**config.mk**
```make
export PLATFORM = sky130hd
export DESIGN_NAME = status_blink_coder
export DESIGN_NICKNAME = d
export VERILOG_FILES = /design/src/rtl/status_blink_coder.sv
export SDC_FILE = /design/constraint.sdc
export NUM_CORES = 1
export LEC_CHECK = 0
export BUFFER_PORTS_ARGS = -buffer_cell sky130_fd_sc_hd__buf_2
export CAP_MARGIN = 20
export CORE_UTILIZATION = 50
export DETAILED_ROUTE_END_ITERATION = 16
export PLACE_DENSITY = 0.75
export SLEW_MARGIN = 20
export SYNTH_ARGS = -nofsm -noshare
export SYNTH_HDL_FRONTEND = slang
export SYNTH_SLANG_ARGS = --single-unit
```
**constraint.sdc**
```tcl
create_clock -name i_clk -period 4.3 [get_ports i_clk]
set_clock_uncertainty 0.1 [all_clocks]
set_input_delay 0.215 -clock i_clk [delete_from_list [all_inputs] [get_ports i_clk]]
set_output_delay 0.215 -clock i_clk [all_outputs]
set_load 0.01 [all_outputs]
```
**src/rtl/status_blink_coder.sv**
```systemverilog
// Status blink coder: shows a status number on one LED as N pulses then a gap, one heartbeat edge per slot.
// Optional macro STATUS_BLINK_STICKY_EN: pending only accepts a higher code or an explicit clear.
module status_blink_coder #(
    parameter int CODE_W    = 4,
    parameter int GAP_BEATS = 4
) (
    input  logic              i_clk,
    input  logic              i_rst,
    input  logic              i_enable,
    input  logic              i_beat_in,
    input  logic [CODE_W-1:0] i_code_in,
    input  logic              i_code_valid,
    output logic              o_led_out,
    output logic              o_code_busy,
    output logic [CODE_W-1:0] o_cur_code
);

    localparam int GW = (GAP_BEATS > 1) ? $clog2(GAP_BEATS) : 1;
    localparam logic [GW-1:0]     GAP_LAST = GW'(GAP_BEATS - 1);
    localparam logic [GW-1:0]     GAP_ONE  = GW'(1);
    localparam logic [CODE_W-1:0] CODE_ONE = CODE_W'(1);

    localparam logic [1:0] S_IDLE = 2'd0;
    localparam logic [1:0] S_ON   = 2'd1;
    localparam logic [1:0] S_OFF  = 2'd2;
    localparam logic [1:0] S_GAP  = 2'd3;

    logic [1:0]        r_state;
    logic [CODE_W-1:0] r_pending;
    logic [CODE_W-1:0] r_cur_code;
    logic [CODE_W-1:0] r_pulse_cnt;
    logic [GW-1:0]     r_gap_cnt;
    logic              r_led;
    logic              r_beat_d;
    logic              w_tick;
    logic              w_accept;

    assign w_tick = i_beat_in ^ r_beat_d;

`ifdef STATUS_BLINK_STICKY_EN
    assign w_accept = i_code_valid && ((i_code_in > r_pending) || (i_code_in == '0));
`else
    assign w_accept = i_code_valid;
`endif

    always_ff @(posedge i_clk or negedge i_rst) begin
        if (!i_rst) begin
            r_pending <= '0;
            r_beat_d  <= 1'b0;
        end else begin
            r_beat_d <= i_beat_in;
            if (w_accept) r_pending <= i_code_in;
        end
    end

    // The FSM reads r_pending before this clock's write lands, so a
    // simultaneous write is only seen at the next load point.
    always_ff @(posedge i_clk or negedge i_rst) begin
        if (!i_rst) begin
            r_state     <= S_IDLE;
            r_cur_code  <= '0;
            r_pulse_cnt <= '0;
            r_gap_cnt   <= '0;
            r_led       <= 1'b0;
        end else if (!i_enable) begin
            r_state     <= S_IDLE;
            r_cur_code  <= '0;
            r_pulse_cnt <= '0;
            r_gap_cnt   <= '0;
            r_led       <= 1'b0;
        end else if (w_tick) begin
            case (r_state)
                S_IDLE: begin
                    r_led <= i_beat_in;
                    if (r_pending != '0) begin
                        r_cur_code  <= r_pending;
                        r_pulse_cnt <= '0;
                        r_led       <= 1'b1;
                        r_state     <= S_ON;
                    end
                end
                S_ON: begin
                    r_led   <= 1'b0;
                    r_state <= S_OFF;
                end
                S_OFF: begin
                    if (r_pulse_cnt == r_cur_code - CODE_ONE) begin
                        r_gap_cnt <= '0;
                        r_state   <= S_GAP;
                    end else begin
                        r_pulse_cnt <= r_pulse_cnt + CODE_ONE;
                        r_led       <= 1'b1;
                        r_state     <= S_ON;
                    end
                end
                S_GAP: begin
                    r_led <= 1'b0;
                    if (r_gap_cnt == GAP_LAST) begin
                        if (r_pending == '0) begin
                            r_cur_code <= '0;
                            r_state    <= S_IDLE;
                        end else begin
                            r_cur_code  <= r_pending;
                            r_pulse_cnt <= '0;
                            r_led       <= 1'b1;
                            r_state     <= S_ON;
                        end
                    end else begin
                        r_gap_cnt <= r_gap_cnt + GAP_ONE;
                    end
                end
                default: r_state <= S_IDLE;
            endcase
        end
    end

    assign o_led_out   = r_led;
    assign o_code_busy = (r_state != S_IDLE);
    assign o_cur_code  = r_cur_code;

endmodule

```
==> results.yml <==
clock_tree:
  cts.path.max_buffers: 2
  cts_resized: 0
  cts.htree.levels: 1
  cts_made_buffers: 3
  cts_tree: "built"
  cts.sinks: 18
  clockRootBuffer: "clkbuf_4"
  path_clk_slew_ps: 100
  worst_skew_pair.late_latency_ps: 290
floorplan:
  num_rows: 16
  die_w_um: 47.85
  core_sq_um: 1962
  die-height_um: 47.85
  num_io_pins: 15
  die-area_sq_um: 2289
  start_util_pct: 53.57
detailed_routing:
  post_drt_wl_per_cell_um: 14.14
  drt_wl_total_um: 2079
  drt-initial-drc-count: 16
  vias: 811
  drtAntennaViolNets: 0
  drc: 0
  detailedRoute.firstPassIterationCount: 4
  viasPerCell: 5.517
synthesis:
  syn_inst: 105
  syn_nets: 117
  synth-seq-area-share_pct: 42.86
  async_flop_share_pct: 100.0
  ys_types: 36
  yosys_warnings: 0
  syn_area_per_cell_sq_um: 10.01
  netlist_area_sq_um: 1051
  synth-seq-cells: 18
  ys.flop_type: "dfrtp_1"
  synth_edf_count: 0
pwr:
  clkPwrFrac_pct: 22.4
  power.density_nw_per_um2: 318.8
  vdd_drop_max_mv: 0.1710
  p_sw_uw: 118.1
  p_comb_share_pct: 24.2
  share_seq_of_total_power_pct: 53.4
  p_int_uw: 254.8
  leakage_nw: 0.5287
  p_sw_share_pct: 31.67
cells_and_area:
  mostFrequentLayoutCell: "dfrtp_1"
  final_cell_mix: "dfrtp_1, buf_2, nand2_1, nand3_1"
  drive_above_1_share_pct: 24.17
  antennaDiodeCount: 0
  area_growth_pct: 11.31
  nets: 134
min_path:
  min_path_type: "in -> reg"
worst_setup_path:
  critPathMaxFanout: 5
  critical_path_class: "reg -> reg"
  cpMaxStageDelayCell: "dfrtp_1"
  path_cells: "inv_1 > ha_1 > xnor2_1 > xor2_1 > a31o_1 > nand2b_4 > a32o_2"
  worstPathRequired_ps: 4380
  cp-start-kind: "flop"
  arrival_ps: 2150
  endpoint_kind: "flop"
  slowest_delay_ps: 450
timing:
  fin_crit_sh_pct: 48.11
  final-hold-violation-count: 0
  fin_crit_ps: 2069
  fmax_mhz: 483.4
  hold_ws_ps: 46.78
  grt_setup_unrepaired: "false"
  slew_violations: 0
  setup_violations: 0
  fin_tns_setup_ps: 0
  worst_slew_pin_slew_ps: 623.1
  maxSlewHeadroom_pct: 58.32
status:
  outcome: "finished clean"
flow_run:
  drv_cap: 0
placement:
  io_buffer_count: 14
  globalplace.congestion: 0.9115
  hpwl_um: 1501
global_routing:
  grt_antenna_before_repair: 0
  grt_max_degree: 19
  grt_pass1_vias: 682
  gr-usage-all-layers_pct: 20.44
  grt_pass1_wl_um: 3167
  grt_overflow_total: 0
==> power groups by stage <==
stage | Sequential [mW] | Combinational [mW] | Clock, mW
after floorplan | 0.197 | 0.0674 | 0
after global placement | 0.201 | 0.0860 | 0
after detailed placement | 0.202 | 0.0885 | 0
after CTS | 0.198 | 0.0906 | 0.0837
after global routing | 0.201 | 0.101 | 0.0922
final | 0.199 | 0.0902 | 0.0837
==> synth_stat cells, types with 2 or more instances <==
cell | n | area (sq um)
nor3_2 | 2 | 20.02
a21boi_1 | 4 | 30.03
nand2_1 | 13 | 48.80
a31oi_1 | 2 | 12.51
o22ai_1 | 2 | 12.51
ha_1 | 3 | 37.54
o31ai_1 | 2 | 15.01
xor2_1 | 3 | 26.28
nand3_1 | 9 | 45.04
mux2i_1 | 3 | 30.03
mux2_2 | 4 | 45.04
dfrtp_1 | 18 | 450.4
xnor2_1 | 5 | 43.79
o21ai_0 | 4 | 20.02
clkbuf_1 | 2 | 7.510
a31o_1 | 2 | 17.52
inv_1 | 4 | 15.01
nor2_1 | 5 | 18.77
==> flip-flops by register name (all words and copies together) (netlist names) <==
| name | count |
|---|---|
| o_cur_code | 4 |
| o_led_out | 1 |
| r_beat_d | 1 |
| r_gap_cnt | 2 |
| r_pending | 4 |
| r_pulse_cnt | 4 |
| r_state | 2 |
==> repair_timing <==
action,4_1_cts,5_1_grt
hold buffers,2,0
endpoints found under the hold margin,19,0
buffers inserted,0,0
endpoints found under the setup margin,0,0
==> critical path: cells and delay by family (launching register included) <==
| family | cells | cell delay, ps |
|---|---|---|
| compound gates | 2 | 570 |
| xor+xnor | 2 | 370 |
| fa+ha+maj | 1 | 210 |
| buf+inv | 1 | 80 |
| flops | 1 | 450 |
| simple gates | 1 | 180 |
==> cells by family after synthesis <==
kind of cell | Yosys count | synth area share (%)
buffers and inverters | 8 | 4.048
muxes | 7 | 7.143
xor gates and xnor gates | 8 | 6.667
adders and majority gates | 3 | 3.572
AOI/OAI and AO/OA | 23 | 16.19
and+or+nand+nor | 38 | 19.53
DFF | 18 | 42.86
==> final timing paths <==
| check | start | end | slack [ps] | cells after the start |
|---|---|---|---|---|
| worst max-delay path | o_cur_code[0] | r_pulse_cnt[3] | 2230 | 7 |
| worst min-delay path | i_code_in[0] | r_pending[0] | 50 | 2 |
| worst max register to register | o_cur_code[0] | r_pulse_cnt[3] | 2230 | 7 |
| worst min register to register | r_gap_cnt[0] | r_gap_cnt[0] | 400 | 1 |
| max in group asynchronous | i_rst | r_beat_d | 3550 | 2 |
| min in group asynchronous | i_rst | r_pulse_cnt[2] | 270 | 2 |
==> cell type report <==
cell class                 instances  area [sq um]
fill                             183         792.0
multi-input combinational         79         558.0
sequential                        18         450.4
timing repair buffer              16         90.09
tap                               27         33.78
clock buffer                       3         22.52
inverter                           4         15.01
==> layer usage <==
metal  routed length, um  part of all wire [%]  global-route usage [%]  up-vias
met5                   0                     0                       0        -
met4                   0                     0                   6.667        0
met3                  65                   3.1                   4.528        0
met2                1005                    48                   31.08       15
met1                1008                    48                   28.70      387
li1                    -                     -                       -      409
==> stage by stage <==
step,area (sq um),setup WS [ps],util [%],std cells,power (mW)
2_1_floorplan,1051,2370,-,105,0.2645
3_3_place_gp,1127,2367,57.46,142,0.2868
3_5_place_dp,1127,2291,57.46,142,0.2901
4_1_cts,1170,2264,59.63,147,0.3725
5_1_grt,1170,2098,59.63,147,0.3947
6_report,1170,2231,59.63,147,0.3730
No activity file was read; power rests on OpenSTA's default activity.
